File: src/rtl/mem_arbiter.sv
// mem_arbiter: two-port (I refill / D refill+write-back) arbiter and beat sequencer for single-ported main memory
//   clk, rst_n (sync, active-low)
//   I side: I_Req, I_Tag, I_Line -> I_Grant, I_Done
//   D side: D_Req, D_We, D_Tag, D_Line, D_Wdata -> D_Grant, D_Done, Wr_Word
//   read return: Rd_Valid, Rd_Word, Rd_Data
//   memory: Memory_Read_En, Memory_Write_En, Addr_Tag, Line_number, block_num_Addr, Data_From_RISC,
//           Data_From_Memory, block_num_Mem, Mem_Done
//   Mem_Err: sticky protocol error
//   ARB_D_PRIORITY_EN: D wins every tie instead of round-robin
module mem_arbiter (
  input  logic        clk,
  input  logic        rst_n,
  input  logic        I_Req,
  input  logic [2:0]  I_Tag,
  input  logic [4:0]  I_Line,
  output logic        I_Grant,
  output logic        I_Done,
  input  logic        D_Req,
  input  logic        D_We,
  input  logic [2:0]  D_Tag,
  input  logic [4:0]  D_Line,
  input  logic [31:0] D_Wdata,
  output logic        D_Grant,
  output logic        D_Done,
  output logic        Rd_Valid,
  output logic [1:0]  Rd_Word,
  output logic [31:0] Rd_Data,
  output logic [1:0]  Wr_Word,
  output logic        Memory_Read_En,
  output logic        Memory_Write_En,
  output logic [2:0]  Addr_Tag,
  output logic [4:0]  Line_number,
  output logic [1:0]  block_num_Addr,
  output logic [31:0] Data_From_RISC,
  input  logic [31:0] Data_From_Memory,
  input  logic [1:0]  block_num_Mem,
  input  logic        Mem_Done,
  output logic        Mem_Err
);
  typedef enum logic [1:0] {IDLE, BUSY, GAP} state_t;
  state_t st;
  logic [2:0] beat;
  logic side, we, i_ok, d_ok, pick_d, win;
`ifndef ARB_D_PRIORITY_EN
  logic rr;
`endif
  assign Rd_Data = Data_From_Memory;
  assign Rd_Word = block_num_Mem;
  assign block_num_Addr = 2'd0;
  assign Data_From_RISC = Memory_Write_En ? D_Wdata : 32'd0;
  // the side just served sits out the GAP cycle
  always_comb begin
    i_ok = I_Req && !(st == GAP && !side);
    d_ok = D_Req && !(st == GAP && side);
`ifdef ARB_D_PRIORITY_EN
    pick_d = d_ok;
`else
    pick_d = d_ok && (!i_ok || rr);
`endif
    win = i_ok || d_ok;
  end
  // outputs are registered from the next state so they align with the beat they describe
  always_ff @(posedge clk) begin
    if (!rst_n) begin
      st <= IDLE;
      beat <= 3'd0;
      side <= 1'b0;
      we <= 1'b0;
`ifndef ARB_D_PRIORITY_EN
      rr <= 1'b0;
`endif
      Addr_Tag <= 3'd0;
      Line_number <= 5'd0;
      I_Grant <= 1'b0;
      D_Grant <= 1'b0;
      I_Done <= 1'b0;
      D_Done <= 1'b0;
      Rd_Valid <= 1'b0;
      Wr_Word <= 2'd0;
      Memory_Read_En <= 1'b0;
      Memory_Write_En <= 1'b0;
      Mem_Err <= 1'b0;
    end else if (st == BUSY) begin
      beat <= beat + 3'd1;
      if (beat == 3'd4) begin
        st <= GAP;
        I_Grant <= 1'b0;
        D_Grant <= 1'b0;
        I_Done <= !side;
        D_Done <= side;
        Rd_Valid <= 1'b0;
        Wr_Word <= 2'd0;
        Memory_Read_En <= 1'b0;
        Memory_Write_En <= 1'b0;
        if (Mem_Done) Mem_Err <= 1'b1;
      end else begin
        // a write only primes the memory counter on beat 0 so block 7 is never written
        Memory_Read_En <= !we;
        Memory_Write_En <= we;
        Rd_Valid <= !we;
        Wr_Word <= we ? beat[1:0] : 2'd0;
        if (beat == 3'd3 && !Mem_Done) Mem_Err <= 1'b1;
      end
    end else begin
      st <= win ? BUSY : IDLE;
      beat <= 3'd0;
      I_Done <= 1'b0;
      D_Done <= 1'b0;
      I_Grant <= win && !pick_d;
      D_Grant <= pick_d;
      Memory_Read_En <= win;
      if (win) begin
        side <= pick_d;
        we <= pick_d && D_We;
        Addr_Tag <= pick_d ? D_Tag : I_Tag;
        Line_number <= pick_d ? D_Line : I_Line;
`ifndef ARB_D_PRIORITY_EN
        rr <= !pick_d;
`endif
      end
    end
  end
endmodule

File: config.mk
export PLATFORM = sky130hd
export DESIGN_NAME = mem_arbiter
export DESIGN_NICKNAME = d
export VERILOG_FILES = /design/src/rtl/mem_arbiter.sv
export SDC_FILE = /design/constraint.sdc
export NUM_CORES = 1
export LEC_CHECK = 0
export ABC_AREA = 1
export CORE_MARGIN = 2
export CORE_UTILIZATION = 27
export CTS_BUF_LIST = sky130_fd_sc_hd__clkbuf_4
export CTS_CLUSTER_SIZE = 14
export DETAILED_ROUTE_END_ITERATION = 8
export PLACE_DENSITY = 0.81
export SYNTH_ARGS = -nofsm -noshare
export SYNTH_HDL_FRONTEND = slang
export SYNTH_SLANG_ARGS = --single-unit
File: constraint.sdc
create_clock -name clk -period 1.2 [get_ports clk]
set_input_delay 0.18 -clock clk [delete_from_list [all_inputs] [get_ports clk]]
set_output_delay 0.18 -clock clk [all_outputs]
set_load 0.02 [all_outputs]
==> results of run 1 <==
## area by class of cell
class | count | area, sq um
fill | 580 | 3080
timing repair buffer | 127 | 1240
multi-input combinational | 137 | 856
sequential | 26 | 538
inverter | 47 | 189
tap | 75 | 93.8
clock buffer | 3 | 22.5
clock inverter | 1 | 3.75
## metrics by stage
step	setup WS [ps]	power, W	TNS (ps)
2_1_floorplan	14.6	0.00142	0
3_3_place_gp	-427	0.00157	-11940
3_5_place_dp	-423	0.00158	-12720
4_1_cts	-186	0.00196	-3150
5_1_grt	-194	0.00213	-5310
6_report	-130	0.00202	-2210
## placed cells by master, fill, tap and decap left out, types with 10 or more instances in the layout
cell	n
sky130_fd_sc_hd__a21oi_1	11
sky130_fd_sc_hd__dfxtp_1	18
sky130_fd_sc_hd__clkbuf_2	13
sky130_fd_sc_hd__inv_1	21
sky130_fd_sc_hd__buf_6	40
sky130_fd_sc_hd__inv_2	21
sky130_fd_sc_hd__a21oi_2	10
sky130_fd_sc_hd__buf_4	15
sky130_fd_sc_hd__nand2_2	19
sky130_fd_sc_hd__clkdlybuf4s50_1	53
sky130_fd_sc_hd__nand2_1	59
## cells in the mapped netlist, drive strengths merged, types with 2 or more instances
cell type,number,share of area
inv,46,0.10
clkbuf,4,0.0088
a21oi,21,0.077
a211oi,2,0.012
nor2,10,0.031
buf,38,0.17
ha,3,0.022
dfxtp,26,0.31
nand3,11,0.043
nand2,85,0.21
## what timing repair did
item,4_1_cts,5_1_grt
setup endpoints to repair,69,67
setup buffers,3,8
gates cloned,1,1
resized for setup,248,75
pin swaps,3,12
## worst max-delay path, delay by kind of cell, from the launching register on
family        cells  cell delay [ps]
simple gates      1               50
flops             1              390
buf+inv           4              400
## per-layer routing
metal,part of all wire,global-route usage
met2,0.57,0.299
met3,0.096,0.0495
met5,0,0
met1,0.30,0.127
met4,0.027,0.0572
## power by group
part           switching, W  total (W)  internal [W]
registers         0.0000335   0.000944      0.000910
logic              0.000338   0.000706      0.000367
clock network      0.000250   0.000371      0.000122
## state kept, by name (all words and copies together) (netlist names)
register	count
Memory_Write_En	1
I_Done	1
st	2
Mem_Err	1
side	1
we	1
D_Grant	1
Wr_Word	2
beat	3
Line_number	5
Rd_Valid	1
I_Grant	1
Memory_Read_En	1
rr	1
D_Done	1
Addr_Tag	3
## cells by family after synthesis
kind of cell,after synthesis,synth area share
AO/OA/AOI/OAI,24,0.0932
adder cells (fa/ha/maj),3,0.0220
buffers and inverters,89,0.287
flip-flops,26,0.305
other,1,0.00220
AND/OR/NAND/NOR,107,0.291
## path summary, 6_finish.rpt
check	start	end	slack, ps	cells after the start
setup / recovery	Memory_Write_En	Data_From_RISC[5]	-130	5
hold / removal	Data_From_Memory[3]	Rd_Data[3]	360	0
setup reg to reg	side	Line_number[4]	-40	8
hold reg to reg	Line_number[1]	Line_number[1]	470	2
==> insert_results.sql, run 1 <==
INSERT INTO impl_metrics (metric_group, metric, value, unit) VALUES
('run_status', 'run_status', 'finished, violations left', ''),
('run_status', 'violations', 'negative setup slack', ''),
('yosys', 'synth.cell_area', '0.00171', 'sq mm'),
('critical_path', 'critPathArrivalTime', '1150', 'ps'),
('die', 'die-width', '83.5', 'um'),
('clocking', 'cts_made_buffers', '3', ''),
('pwr', 'power-per-cell-area', '686', 'mW/mm^2'),
('grt', 'grt_first_pass_wirelength', '8290', 'um'),
('yosys', 'synth-edff-count', '0', ''),
('sta', 'slew_violations', '0', ''),
('sta', 'post-route-worst-setup-slack', '-130', 'ps'),
('die', 'floorplan.rows', '28', ''),
('critical_path', 'path_class', 'flop to output port', ''),
('clocking', 'cts_htree_levels', '1', ''),
('route', 'post-route-drc-count', '0', ''),
('placed_design', 'post_dp_cell_area', '0.00263', 'sq mm'),
('yosys', 'synthDistinctLibCells', '26', ''),
('grt', 'global_route.overflow_total', '0', ''),
('grt', 'grt_start_max_net_pins', '23', ''),
('grt', 'via_count_of_the_first_global_routing_pass', '1747', ''),
('yosys', 'synth_seq_area_share', '0.305', ''),
('route', 'ant_nets', '0', ''),
('die', 'ioPinCount', '174', ''),
('clocking', 'clock_insertion_delay_worst_skew', '320', 'ps'),
('sta', 'hold_slack', '360', 'ps'),
('critical_path', 'endpoint_kind', 'output port', ''),
('sta', 'final_period_minus_worst_setup_slack', '1330', 'ps'),
('sta', 'post-route-period-util', '1.11', ''),
('die', 'start_util', '0.283', ''),
('sta', 'clock_skew', '4.27', 'ps'),
('route', 'aggregate_routed_wire_length', '5550', 'um'),
('placed_design', 'dp_hpwl', '4380', 'um'),
('sta', 'report.final.hold_viol_count', '0', ''),
('critical_path', 'max_stage_delay', '390', 'ps'),
('sta', 'setup_viol', '35', ''),
('clocking', 'clock_tree_from_tritoncts', 'done', ''),
('die', 'die-height', '83.5', 'um'),
('die', 'floorplan.die_area', '0.00697', 'sq mm'),
('clocking', 'clkTransAtPathRegs', '140', 'ps'),
('finish', 'final_layout_size_suffix_gt1_frac', '0.469', ''),
('clocking', 'cts.path.max_buffers', '2', ''),
('placed_design', 'placement.io_buffers', '103', ''),
('placed_design', 'gp_routability_congestion', '0.712', ''),
('yosys', 'synthesis.yosys.warnings', '0', ''),
('finish', 'nNetsFinal', '433', ''),
('pwr', 'leakage', '1.45', 'nW'),
('route', 'drt_pass1_iterations', '3', ''),
('finish', 'layout-area-overhead-vs-synth', '72.6', '%'),
('critical_path', 'cp.required', '1020', 'ps'),
('critical_path', 'crit_path_top_delay_cell', 'sky130_fd_sc_hd__dfxtp_4', ''),
('critical_path', 'crit_path_max_fanout', '6', ''),
('critical_path', 'setup.worst_path.start_class', 'flop', ''),
('yosys', 'postSynthCellCount', '250', ''),
('sta', 'fmax', '752', 'MHz'),
('hold_path', 'worst_hold_path_type', 'primary input to output port', ''),
('critical_path', 'path_common_cell', 'sky130_fd_sc_hd__buf_6', ''),
('finish', 'design_area', '0.00294', 'sq mm'),
('sta', 'rsz0062_at_grt', 'yes', ''),
('placed_design', 'placed_cells', '400', ''),
('yosys', 'synth-seq-cells', '26', ''),
('pwr', 'max-vdd-ir-drop', '0.000499', 'V'),
('finish', 'post_layout_nonfiller_instances', '416', ''),
('yosys', 'synth_ff_type', 'sky130_fd_sc_hd__dfxtp_1', ''),
('grt', 'initial_antenna_violation_count', '0', ''),
('route', 'initialDrtViolationCount', '24', ''),
('grt', 'groute.usage.overall', '0.146', ''),
('clocking', 'cts.sink_count', '26', ''),
('clocking', 'ctsHoldBuffers', '0', ''),
('clocking', 'root_buffer_cell', 'sky130_fd_sc_hd__clkbuf_4', ''),
('yosys', 'synth_async_sr_flop_share', '0', ''),
('finish', 'finish.utilization', '0.489', ''),
('route', 'vias_per_instance', '4.28', ''),
('yosys', 'synth_area_per_cell', '6.82', 'sq um'),
('run', 'drv.max_cap_violation_count', '0', ''),
('route', 'wire_per_inst', '13.3', 'um'),
('finish', 'number_of_inserted_diodes', '0', ''),
('die', 'floorplan.core_area', '0.00603', 'sq mm'),
('critical_path', 'worstPathCellList', 'buf_6 > buf_6 > nand2_2 > inv_2 > buf_6', ''),
('route', 'detailroute.via_count', '1779', '');
Note: power is estimated with default switching activity, not from simulation.
==> run 2, diff against run 1 <==
--- a/config.mk
+++ b/config.mk
@@ -7,11 +7,12 @@
 export LEC_CHECK = 0
 export ABC_AREA = 1
 export CORE_MARGIN = 2
-export CORE_UTILIZATION = 27
+export CORE_UTILIZATION = 30
 export CTS_BUF_LIST = sky130_fd_sc_hd__clkbuf_4
 export CTS_CLUSTER_SIZE = 14
 export DETAILED_ROUTE_END_ITERATION = 8
-export PLACE_DENSITY = 0.81
+export PLACE_DENSITY = 0.85
+export SLEW_MARGIN = 20
 export SYNTH_ARGS = -nofsm -noshare
 export SYNTH_HDL_FRONTEND = slang
 export SYNTH_SLANG_ARGS = --single-unit
==> constraint.sdc (replaced) <==
create_clock -name clk -period 1.39 [get_ports clk]
set_input_delay 0.2085 -clock clk [delete_from_list [all_inputs] [get_ports clk]]
set_output_delay 0.2085 -clock clk [all_outputs]
set_load 0.02 [all_outputs]
==> insert_results.sql, run 2 (synthesis results as in run 1) <==
INSERT INTO impl_metrics (metric_group, metric, value, unit) VALUES
('critical_path', 'crit_path_max_fanout', '8', ''),
('critical_path', 'path_class', 'flop to output port', ''),
('grt', 'grt_first_pass_wirelength', '7150', 'um'),
('finish', 'max_flop_register', 'Line_number', ''),
('grt', 'groute.usage.overall', '0.144', ''),
('grt', 'groute.layer.met3.usage', '0.0351', ''),
('clocking', 'cts_made_buffers', '3', ''),
('sta', 'post-route-worst-setup-slack', '-17.0', 'ps'),
('die', 'die-width', '79.4', 'um'),
('route', 'drt_pass1_iterations', '4', ''),
('sta', 'setup_viol', '4', ''),
('clocking', 'clkTransAtPathRegs', '130', 'ps'),
('sta', 'hold_slack', '417', 'ps'),
('pwr', 'fin_total_pwr', '0.00166', 'W'),
('critical_path', 'setup.worst_path.start_class', 'flop', ''),
('grt', 'grtUsageMet2', '0.300', ''),
('pwr', 'max-vdd-ir-drop', '0.000542', 'V'),
('critical_path', 'endpoint_kind', 'output port', ''),
('die', 'floorplan.rows', '27', ''),
('hold_path', 'hold_path_startpoint', 'Data_From_Memory[12]', ''),
('critical_path', 'r2r_slack', '90', 'ps'),
('finish', 'layout_commonest_cell', 'sky130_fd_sc_hd__nand2_1', ''),
('placed_design', 'gp_routability_congestion', '0.753', ''),
('grt', 'via_count_of_the_first_global_routing_pass', '1516', ''),
('placed_design', 'placement.io_buffers', '103', ''),
('grt', 'globalRoute.busiestLayer', 'met2', ''),
('finish', 'layout-area-overhead-vs-synth', '60.8', '%'),
('clocking', 'cts_htree_levels', '1', ''),
('hold_path', 'hold-path-endpoint', 'Rd_Data[12]', ''),
('finish', 'nNetsFinal', '418', ''),
('route', 'aggregate_routed_wire_length', '5040', 'um'),
('grt', 'global_route.overflow_total', '0', ''),
('die', 'ioPinCount', '174', ''),
('grt', 'gr-usage-met1', '0.137', ''),
('clocking', 'clock_insertion_delay_worst_skew', '320', 'ps'),
('sta', 'rsz0062_at_grt', 'yes', ''),
('grt', 'grt_start_max_net_pins', '17', ''),
('grt', 'initial_antenna_violation_count', '0', ''),
('sta', 'post-route-period-util', '1.01', ''),
('clocking', 'cts.sink_count', '26', ''),
('route', 'vias_per_instance', '4.33', ''),
('finish', 'nFillCells', '517', ''),
('pwr', 'leakage', '1.40', 'nW'),
('critical_path', 'regToRegStartpoint', 'beat[0]', ''),
('die', 'start_util', '0.310', ''),
('clocking', 'root_buffer_cell', 'sky130_fd_sc_hd__clkbuf_4', ''),
('finish', 'largest_register_ffs', '5', ''),
('sta', 'final_period_minus_worst_setup_slack', '1410', 'ps'),
('critical_path', 'reg2reg_to', 'Mem_Err', ''),
('run', 'drv.max_cap_violation_count', '0', ''),
('die', 'die-height', '79.4', 'um'),
('die', 'floorplan.core_area', '0.00551', 'sq mm'),
('placed_design', 'place_worst_setup_slack', '-266', 'ps'),
('sta', 'fmax', '711', 'MHz'),
('sta', 'clock_skew', '3.71', 'ps'),
('finish', 'number_of_inserted_diodes', '0', ''),
('sta', 'slew_violations', '0', ''),
('finish', 'final_layout_size_suffix_gt1_frac', '0.325', ''),
('critical_path', 'worst_r2r_path_depth', '6', ''),
('pwr', 'power-per-cell-area', '605', 'mW/mm^2'),
('route', 'post-route-drc-count', '0', ''),
('die', 'floorplan.die_area', '0.00630', 'sq mm'),
('hold_path', 'worst_hold_path_type', 'primary input to output port', ''),
('route', 'ant_nets', '0', ''),
('critical_path', 'critPathArrivalTime', '1200', 'ps'),
('finish', 'layout_common_cells', 'sky130_fd_sc_hd__nand2_1 (62), sky130_fd_sc_hd__clkdlybuf4s50_1 (53), sky130_fd_sc_hd__buf_6 (34), sky130_fd_sc_hd__dfxtp_1 (24), sky130_fd_sc_hd__inv_1 (24)', ''),
('route', 'initialDrtViolationCount', '17', ''),
('clocking', 'cts.path.max_buffers', '2', ''),
('finish', 'reg_top3', 'Line_number: 5 flops, Addr_Tag: 3 flops, beat: 3 flops', ''),
('route', 'detailroute.via_count', '1724', ''),
('clocking', 'clock_tree_from_tritoncts', 'done', ''),
('run_status', 'violations', 'negative setup slack', ''),
('placed_design', 'dp_hpwl', '3920', 'um'),
('hold_path', 'min_delay_path_depth', '0', ''),
('critical_path', 'cp.required', '1180', 'ps'),
('run_status', 'run_status', 'finished, violations left', ''),
('route', 'wire_per_inst', '12.7', 'um'),
('sta', 'report.final.hold_viol_count', '0', '');
run 2: per-stage QoR:
step | setup TNS [ps] | instance area [sq um] | util | cells
2_1_floorplan | 0 | 1710 | - | 251
3_3_place_gp | -5780 | 2590 | 0.470 | 390
3_5_place_dp | -5920 | 2590 | 0.470 | 390
4_1_cts | -176 | 2510 | 0.456 | 397
5_1_grt | -774 | 2740 | 0.498 | 398
6_report | -24.5 | 2740 | 0.498 | 398
run 2: worst max path at each step:
stage	end	slack [ps]	depth (start not counted)	from
after floorplan	Data_From_RISC[10]	60	4	Memory_Write_En
after global placement	Data_From_RISC[31]	-260	4	D_Wdata[31]
after detailed placement	Data_From_RISC[24]	-270	4	D_Wdata[24]
after CTS	Data_From_RISC[5]	-60	5	Memory_Write_En
after global routing	Data_From_RISC[10]	-80	5	Memory_Write_En
final	Data_From_RISC[19]	-20	5	Memory_Write_En
run 2: repair_timing:
item | 4_1_cts | 5_1_grt
hold buffers | 0 | 0
gates resized for setup | 161 | 88
endpoints found under the setup margin | 50 | 40
pin swaps | 0 | 1
gates cloned | 1 | 1
setup buffers | 2 | 0
run 2: report_power, final:
part           total, W  internal [W]  switching (W)
Combinational  0.000525      0.000271       0.000254
Sequential     0.000812      0.000787      0.0000247
Clock          0.000324      0.000105       0.000218
run 2: cell type report:
type                       count  area (sq um)  share of cell area
timing repair buffer         113          1190               0.434
multi-input combinational    136           732               0.267
sequential                    26           526               0.192
inverter                      47           179              0.0652
tap                           72          90.1              0.0328
clock buffer                   3          22.5             0.00821
clock inverter                 1          3.75             0.00137
run 2: routing by layer:
metal  vias up  share of wire
li1        856              -
met1       780           0.36
met2        83           0.55
met3         5          0.083
met4         0         0.0079
met5         -              0
run 2: critical path: stages, from the launching register on:
cell and delay (ps):
sky130_fd_sc_hd__dfxtp_4 410, sky130_fd_sc_hd__buf_12 140, sky130_fd_sc_hd__buf_6 120, sky130_fd_sc_hd__nand2_2 60, sky130_fd_sc_hd__inv_2 40, sky130_fd_sc_hd__buf_6 120
==> run 3, diff against run 2 <==
--- a/config.mk
+++ b/config.mk
@@ -12,6 +12,7 @@
 export CTS_CLUSTER_SIZE = 14
 export DETAILED_ROUTE_END_ITERATION = 8
 export PLACE_DENSITY = 0.85
+export SKIP_CTS_REPAIR_TIMING = 1
 export SLEW_MARGIN = 20
 export SYNTH_ARGS = -nofsm -noshare
 export SYNTH_HDL_FRONTEND = slang
==> insert_results.sql, run 3 (synthesis results as in run 1) <==
INSERT INTO impl_metrics (metric_group, metric, value, unit) VALUES
('sta', 'slew_violations', '0', ''),
('clocking', 'clkTransAtPathRegs', '130', 'ps'),
('critical_path', 'setup.worst_path.start_class', 'flop', ''),
('pwr', 'power-per-cell-area', '551', 'mW/mm^2'),
('clocking', 'clock_insertion_delay_worst_skew', '320', 'ps'),
('grt', 'via_count_of_the_first_global_routing_pass', '1480', ''),
('critical_path', 'worst_r2r_path_depth', '6', ''),
('critical_path', 'reg2reg_to', 'Mem_Err', ''),
('clocking', 'cts_htree_levels', '1', ''),
('pwr', 'max-vdd-ir-drop', '0.000549', 'V'),
('critical_path', 'crit_path_max_fanout', '7', ''),
('route', 'initialDrtViolationCount', '26', ''),
('sta', 'report.final.hold_viol_count', '0', ''),
('finish', 'layout_common_cells', 'sky130_fd_sc_hd__clkdlybuf4s50_1 (53), sky130_fd_sc_hd__nand2_1 (41), sky130_fd_sc_hd__buf_6 (37), sky130_fd_sc_hd__inv_2 (36), sky130_fd_sc_hd__dfxtp_1 (24)', ''),
('grt', 'initial_antenna_violation_count', '0', ''),
('finish', 'layout_commonest_cell', 'sky130_fd_sc_hd__clkdlybuf4s50_1', ''),
('route', 'detailroute.via_count', '1824', ''),
('critical_path', 'critPathArrivalTime', '1320', 'ps'),
('pwr', 'leakage', '1.87', 'nW'),
('run_status', 'run_status', 'finished, violations left', ''),
('finish', 'reg_top3', 'Line_number: 5 flops, Addr_Tag: 3 flops, beat: 3 flops', ''),
('hold_path', 'min_delay_path_depth', '0', ''),
('route', 'aggregate_routed_wire_length', '5920', 'um'),
('route', 'vias_per_instance', '4.44', ''),
('route', 'drt_pass1_iterations', '4', ''),
('clocking', 'cts_made_buffers', '3', ''),
('sta', 'hold_slack', '417', 'ps'),
('placed_design', 'placement.io_buffers', '103', ''),
('critical_path', 'crit_path_top_delay_cell', 'sky130_fd_sc_hd__dfxtp_4', ''),
('sta', 'final_period_minus_worst_setup_slack', '1530', 'ps'),
('run_status', 'violations', 'negative setup slack', ''),
('die', 'floorplan.core_area', '0.00551', 'sq mm'),
('finish', 'layout-area-overhead-vs-synth', '84.7', '%'),
('sta', 'post-route-period-util', '1.10', ''),
('clocking', 'cts.path.max_buffers', '2', ''),
('sta', 'setup_viol', '16', ''),
('critical_path', 'worstPathCellList', 'clkbuf_16 > buf_4 > nand2_4 > inv_2 > buf_6', ''),
('grt', 'grt_first_pass_wirelength', '6870', 'um'),
('route', 'wire_per_inst', '14.4', 'um'),
('finish', 'nNetsFinal', '431', ''),
('critical_path', 'critPathLaunch', 'Memory_Write_En', ''),
('sta', 'fmax', '655', 'MHz'),
('die', 'ioPinCount', '174', ''),
('route', 'post-route-drc-count', '0', ''),
('clocking', 'clock_tree_from_tritoncts', 'done', ''),
('die', 'die-width', '79.4', 'um'),
('critical_path', 'max_stage_delay', '460', 'ps'),
('grt', 'grt_start_max_net_pins', '34', ''),
('die', 'floorplan.die_area', '0.00630', 'sq mm'),
('critical_path', 'cp-endpoint', 'Data_From_RISC[15]', ''),
('clocking', 'root_buffer_cell', 'sky130_fd_sc_hd__clkbuf_4', ''),
('critical_path', 'path_class', 'flop to output port', ''),
('sta', 'rsz0062_at_grt', 'yes', ''),
('placed_design', 'gp_routability_congestion', '0.753', ''),
('critical_path', 'critPathTopFamily', 'buffers and inverters', ''),
('finish', 'nFillCells', '470', ''),
('placed_design', 'dp_hpwl', '3920', 'um'),
('grt', 'global_route.overflow_total', '0', ''),
('finish', 'largest_register_ffs', '5', ''),
('critical_path', 'r2r_slack', '90', 'ps'),
('run', 'drv.max_cap_violation_count', '0', ''),
('sta', 'clock_skew', '3.01', 'ps'),
('clocking', 'cts.sink_count', '26', ''),
('die', 'floorplan.rows', '27', ''),
('critical_path', 'cp.required', '1180', 'ps'),
('finish', 'final_layout_size_suffix_gt1_frac', '0.457', ''),
('sta', 'finalSetupTns', '-1180', 'ps'),
('critical_path', 'regToRegStartpoint', 'beat[0]', ''),
('critical_path', 'endpoint_kind', 'output port', ''),
('grt', 'groute.usage.overall', '0.138', ''),
('route', 'ant_nets', '0', ''),
('die', 'start_util', '0.310', ''),
('finish', 'max_flop_register', 'Line_number', ''),
('sta', 'post-route-worst-setup-slack', '-138', 'ps'),
('die', 'die-height', '79.4', 'um'),
('finish', 'multi_input_area', '895', 'sq um'),
('critical_path', 'worst-path-buf-inv', '4', ''),
('hold_path', 'worst_hold_path_type', 'primary input to output port', ''),
('finish', 'number_of_inserted_diodes', '0', ''),
('critical_path', 'crit_path_depth', '5', ''),
('finish', 'ff_latch_area', '526', 'sq um');
## run 3: area by class of cell
class,count,area share
clock buffer,3,0.00715
clock inverter,1,0.00119
inverter,47,0.0568
multi-input combinational,136,0.284
sequential,26,0.167
tap,72,0.0286
timing repair buffer,126,0.456
## run 3: how the worst min path moves through the flow
| stage | start | endpoint |
|---|---|---|
| after floorplan | rst_n | Mem_Err |
| after global placement | Data_From_Memory[27] | Rd_Data[27] |
| after detailed placement | Data_From_Memory[27] | Rd_Data[27] |
| after CTS | Data_From_Memory[27] | Rd_Data[27] |
| after global routing | Data_From_Memory[12] | Rd_Data[12] |
| final | Data_From_Memory[12] | Rd_Data[12] |
## run 3: through the flow
stage                     cell area [sq um]  utilization  setup slack, ps  total power (W)  cells
final                                  3150        0.572             -138          0.00174    411
after global routing                   3150        0.572             -192          0.00183    411
after CTS                              2620        0.475             -497          0.00168    394
after detailed placement               2590        0.470             -266          0.00136    390
after global placement                 2590        0.470             -263          0.00135    390
after floorplan                        1710            -             59.8          0.00122    251
## run 3: layer usage
| metal | up-vias | GRT usage | part of all wire |
|---|---|---|---|
| met4 | 0 | 0.0379 | 0.019 |
| met2 | 93 | 0.282 | 0.56 |
| met3 | 11 | 0.0362 | 0.080 |
| met5 | - | 0 | 0 |
| li1 | 882 | - | - |
| met1 | 838 | 0.132 | 0.34 |
## run 3: worst reg2reg max path, cell delays in order, from the launching register on
cell and delay, ps:
sky130_fd_sc_hd__dfxtp_2 340, sky130_fd_sc_hd__buf_4 130, sky130_fd_sc_hd__ha_1 190, sky130_fd_sc_hd__ha_1 190
sky130_fd_sc_hd__a21oi_1 130, sky130_fd_sc_hd__a211oi_1 60, sky130_fd_sc_hd__o21a_1 160
## run 3: power by group
part | internal [W] | total (W) | switching, W
sequential | 0.000787 | 0.000813 | 0.0000255
combinational | 0.000308 | 0.000596 | 0.000288
clock | 0.000105 | 0.000326 | 0.000221
==> variant 1, RTL diff (config.mk and constraints of run 1) <==
Register the output `Mem_Err` once more; this adds one clock of latency there. The other outputs are not delayed to match.
--- a/src/rtl/mem_arbiter.sv
+++ b/src/rtl/mem_arbiter.sv
@@ -40,2 +40,4 @@
   typedef enum logic [1:0] {IDLE, BUSY, GAP} state_t;
+
+  logic Mem_Err_s0;
   state_t st;
@@ -81,3 +83,3 @@
       Memory_Write_En <= 1'b0;
-      Mem_Err <= 1'b0;
+      Mem_Err_s0 <= 1'b0;
     end else if (st == BUSY) begin
@@ -94,3 +96,3 @@
         Memory_Write_En <= 1'b0;
-        if (Mem_Done) Mem_Err <= 1'b1;
+        if (Mem_Done) Mem_Err_s0 <= 1'b1;
       end else begin
@@ -101,3 +103,3 @@
         Wr_Word <= we ? beat[1:0] : 2'd0;
-        if (beat == 3'd3 && !Mem_Done) Mem_Err <= 1'b1;
+        if (beat == 3'd3 && !Mem_Done) Mem_Err_s0 <= 1'b1;
       end
@@ -122,2 +124,6 @@
   end
+  always_ff @(posedge clk) begin
+    Mem_Err <= Mem_Err_s0;
+  end
+
 endmodule
Function: changed (a bounded check fails within 10 cycles, from zero or initial values and one cycle with rst_n low).
==> variant 1 against run 1 <==
The run still ends with negative setup slack left; count of clock-buffer cells in the layout increased by 1; setup slack lost 0.077 ns; maximum frequency decreased by 5.4%; sequential cell count up 1; first-iteration DRC count is the same; power is 6.5% higher; sequential share of layout area shrank 0.55 points; sequential power increased by 3.6%; via count is 3.5% higher; combinational power increased by 6.4%; area after synthesis increased by 1.2%; design area rose by 6.7%; routed wire length grew 17%; largest cell class unchanged.
==> variant 1: results (changes against run 1) <==
| Item | Reported | vs run 1 |
|:---|:---|:---|
| Clock edge transition at the registers on the reported setup and hold paths | 0.15 ns |  |
| Path class of the lowest-slack min-delay path | input port to output port |  |
| HPWL after detailed placement | 4680 um | +7.0% |
| Launch instance of the worst min-delay path | Data_From_Memory[22] |  |
| Arr. time, crit path | 1.23 ns | +0.08 ns |
| Cell family contributing the most delay on the critical path | buffers and inverters |  |
| End of the worst hold path | Rd_Data[22] |  |
| Ranking of synthesized cells by instance count | sky130_fd_sc_hd__nand2_1, sky130_fd_sc_hd__inv_1, sky130_fd_sc_hd__buf_4, sky130_fd_sc_hd__dfxtp_1, sky130_fd_sc_hd__a21oi_1 |  |
| Maximum vdd ir drop | 0.496 mV | -0.52% |
| # diodes | 0 | unchanged |
| Distinct cell type count after synthesis | 26 | unchanged |
| Global-route wire length before repair | 9620 um | +16% |
| Final-layout fill cell count | 597 | +2.9% |
| Pleak | 1.55 nW | +7.4% |
| Final worst hold slack | 0.360 ns | -0.0000100 ns |
| Post-route worst setup slack | -0.206 ns | -0.0766 ns |
| 1st-pass router iterations | 4 | +1 |
| All-Layer GR Usage | 16.9% | +2.3 points |
| DRT Wirelength | 6490 um | +17% |
| Routability congestion estimate from global placement | 0.778 | +9.2% |
| Clock network latency to the later pin of the worst-skew pair | 0.33 ns |  |
| Cell count of the worst reg-to-reg path | 7 | -1 |
| Number of cells on the worst hold path | 0 | unchanged |
| Largest net degree at the start of global routing | 18 | -22% |
| CTS Buf Count | 3 | unchanged |
| Vias | 1842 | +3.5% |
| Worst-path fanout max | 8 | +2 |
| Layout Skew | 0.00986 ns | +0.00559 ns |
| Share of synthesized area occupied by flip-flops and latches | 31.3% | +0.81 points |
| Failing checks | negative setup slack |  |
| Final setup violation count | 38 | +8.6% |
| Ratio of cells with drive above 1 in the final layout | 54.3% | +7.4 points |
| Placement-stage cell area | 2630 um^2 | about the same |
| Initial DRC Count | 24 | unchanged |
| Area contributors post-synth | sky130_fd_sc_hd__dfxtp_1, sky130_fd_sc_hd__nand2_1, sky130_fd_sc_hd__buf_4 |  |
| Final net count | 429 | -0.92% |
| Run status | finished, violations left |  |
| Endpoint of the worst-slack reg-to-reg timing path | side$_SDFFE_PN0P_ |  |
| Setup TNS | -5.04 ns | -2.83 ns |
variant 1: cell types whose count changed in the layout (fill, tap and decap cells not counted), moves of 7 or more:
cell	run 1	this run
sky130_fd_sc_hd__nand2_1	59	42
sky130_fd_sc_hd__nand2_4	6	20
sky130_fd_sc_hd__inv_1	21	12
sky130_fd_sc_hd__buf_4	15	8
sky130_fd_sc_hd__inv_2	21	29
variant 1: kinds of logic after synthesis:
| group | after synthesis | share of synthesized area, % |
|---|---|---|
| fa+ha+maj | 3 | 2.18 |
| simple gates | 107 | 28.7 |
| buf+inv | 89 | 28.4 |
| compound gates | 24 | 9.21 |
| other cells | 1 | 0.217 |
| flops | 27 | 31.3 |
variant 1: area by class of cell:
| type | count | area share, % |
|---|---|---|
| clock buffer | 4 | 0.956 |
| inverter | 47 | 6.10 |
| multi-input combinational | 137 | 30.8 |
| sequential | 27 | 17.7 |
| tap | 77 | 3.07 |
| timing repair buffer | 122 | 41.4 |
variant 1: metal layers:
metal  part of all wire, %  vias to the layer above  GRT usage [%]
li1                      -                      880              -
met3                   9.8                       14           6.03
met5                     0                        -              0
met1                    34                      829           16.9
met2                    53                      119           32.1
met4                   2.7                        0           5.28
variant 1: worst max path at each step:
stage	to	slack [ns]	cells past startpoint
final	Data_From_RISC[31]	-0.21	5
after global routing	Data_From_RISC[31]	-0.24	5
after CTS	Data_From_RISC[31]	-0.21	5
after detailed placement	Data_From_RISC[2]	-0.38	4
after global placement	Data_From_RISC[26]	-0.41	4
after floorplan	Wr_Word[1]$_SDFFE_PN0P_	0.01	7
variant 1: power by group:
| part | total, mW | switching (mW) | internal [mW] |
|---|---|---|---|
| clock | 0.423 | 0.270 | 0.153 |
| sequential | 0.978 | 0.0331 | 0.945 |
| combinational | 0.751 | 0.372 | 0.379 |
variant 1: through the flow:
stage	setup slack [ns]	utilization [%]	std cells	total power, mW
detailed placement	-0.381	41.9	398	1.62
floorplan	0.0146	-	252	1.45
CTS	-0.211	47.1	409	2.07
global route	-0.244	50.0	414	2.25
finish	-0.206	50.0	414	2.15
global placement	-0.407	41.9	398	1.61
variant 1: repair_timing:
action | CTS | global route
gates resized for setup | 292 | 72
endpoints found under the setup margin | 70 | 63
pin swaps | 3 | 12
setup buffers | 4 | 4
gates cloned | 3 | 1
==> variant 2, RTL diff (settings of run 1) <==
Without the edit above. The option `ARB_D_PRIORITY_EN` is turned on by a define.
--- a/src/rtl/mem_arbiter.sv
+++ b/src/rtl/mem_arbiter.sv
@@ -9,2 +9,4 @@
 //   ARB_D_PRIORITY_EN: D wins every tie instead of round-robin
+`define ARB_D_PRIORITY_EN
+
 module mem_arbiter (
Function: changed (a bounded check fails within 4 cycles, from zero or initial values and one cycle with rst_n low).
==> variant 2 against run 1 <==
The flow still finishes with violations (negative setup slack); combinational power grew 16%; clock skew fell by 0.0016 ns; setup slack got worse by 0.10 ns; sequential power shrank 3.0%; via count rose by 9.1%; routed wire length rose by 5.5%; power up 6.0%; area after synthesis grew 3.3%; design area rose by 15%; final cell count increased by 7.0%; sequential cell count fell by 1.
==> variant 2: results (changes against run 1) <==
| Item | Reported | vs run 1 |
|:---|:---|:---|
| 1st-pass router iterations | 4 | +1 |
| Combinational Power | 0.819 mW | +16% |
| Setup TNS | -5.59 ns | -3.38 ns |
| Worst setup path endpoint | Data_From_RISC[21] |  |
| Sequential cell fraction of total power | 42.8% | -3.9 points |
| Placement-stage cell area | 2700 um^2 | +2.7% |
| Maximum vdd ir drop | 0.507 mV | +1.5% |
| Ratio of cells with drive above 1 in the final layout | 55.2% | +8.2 points |
| Initial DRC Count | 34 | +42% |
| Worst-path fanout max | 8 | +2 |
| Final net count | 460 | +6.2% |
| Global-route wire length before repair | 8400 um | +1.3% |
| Ranking of synthesized cells by instance count | sky130_fd_sc_hd__nand2_1, sky130_fd_sc_hd__inv_1, sky130_fd_sc_hd__buf_4, sky130_fd_sc_hd__dfxtp_1, sky130_fd_sc_hd__nor2_1 |  |
| Reg2reg start | beat[1]$_SDFF_PN0_ |  |
| Post-Place Setup Slack | -0.352 ns | +0.0707 ns |
| Post-route worst setup slack | -0.230 ns | -0.100 ns |
| Run status | finished, violations left |  |
| Setup slack, reg-to-reg | 0.03 ns | +0.07 ns |
| Via-per-instance ratio | 4.36 | +2.0% |
| HPWL after detailed placement | 3780 um | -14% |
| Failing checks | negative setup slack |  |
| Final routed wire length divided by cell count | 13.2 um | -1.3% |
| Number of global-route vias before repair | 1801 | +3.1% |
| Largest net degree at the start of global routing | 14 | -39% |
| Distinct cell type count after synthesis | 25 | -3.8% |
| Final setup violation count | 33 | -5.7% |
| Launch instance of the worst min-delay path | Data_From_Memory[12] |  |
| Routability congestion estimate from global placement | 0.747 | +4.9% |
[variant 2: worst min path at each step]
stage / slack (ns) / to / cells after the start
floorplan: 0.35 / I_Grant$_SDFFE_PN0P_ / 2
global placement: 0.36 / Rd_Data[13] / 0
detailed placement: 0.36 / Rd_Data[13] / 0
CTS: 0.36 / Rd_Data[13] / 0
global route: 0.36 / Rd_Data[1] / 0
finish: 0.36 / Rd_Data[12] / 0
[variant 2: timing repair]
action                                  in CTS  in global routing
pin swaps                                    3                 14
gates resized for setup                    311                 83
endpoints found under the setup margin      66                 73
gates cloned                                 4                  0
setup buffers                                6                 13
hold buffers                                 0                  0
[variant 2: logic make-up (layout without fill, tap and decap cells)]
group,count (synthesis),count (layout),share of synthesized area [%]
buf+inv,101,200,31.0
simple gates,124,124,33.9
compound gates,14,14,4.33
flops,25,25,28.4
fa+ha+maj,3,3,2.13
other cells,1,2,0.213
[variant 2: layout make-up]
cell class,count,area [um^2],area share (%)
sequential,25,515,15.2
clock buffer,4,30.0,0.886
timing repair buffer,141,1490,43.9
tap,77,96.3,2.84
multi-input combinational,143,1050,31.0
inverter,55,209,6.17
[variant 2: per-layer routing]
| layer | wire (um) | share of wire [%] | GRT usage, % | vias to the layer above |
|---|---|---|---|---|
| li1 | - | - | - | 951 |
| met1 | 2170 | 37 | 15.8 | 905 |
| met2 | 3240 | 55 | 26.2 | 67 |
| met3 | 319 | 5.4 | 3.34 | 18 |
| met4 | 129 | 2.2 | 5.63 | 0 |
| met5 | 0 | 0 | 0 | - |
[variant 2: worst reg2reg max path, delay by kind of cell (launching register included)]
kind | cells | cell delay, ns
adder cells (fa/ha/maj) | 2 | 0.23
AO/OA/AOI/OAI | 3 | 0.34
flip-flops | 1 | 0.40
buffers and inverters | 2 | 0.13
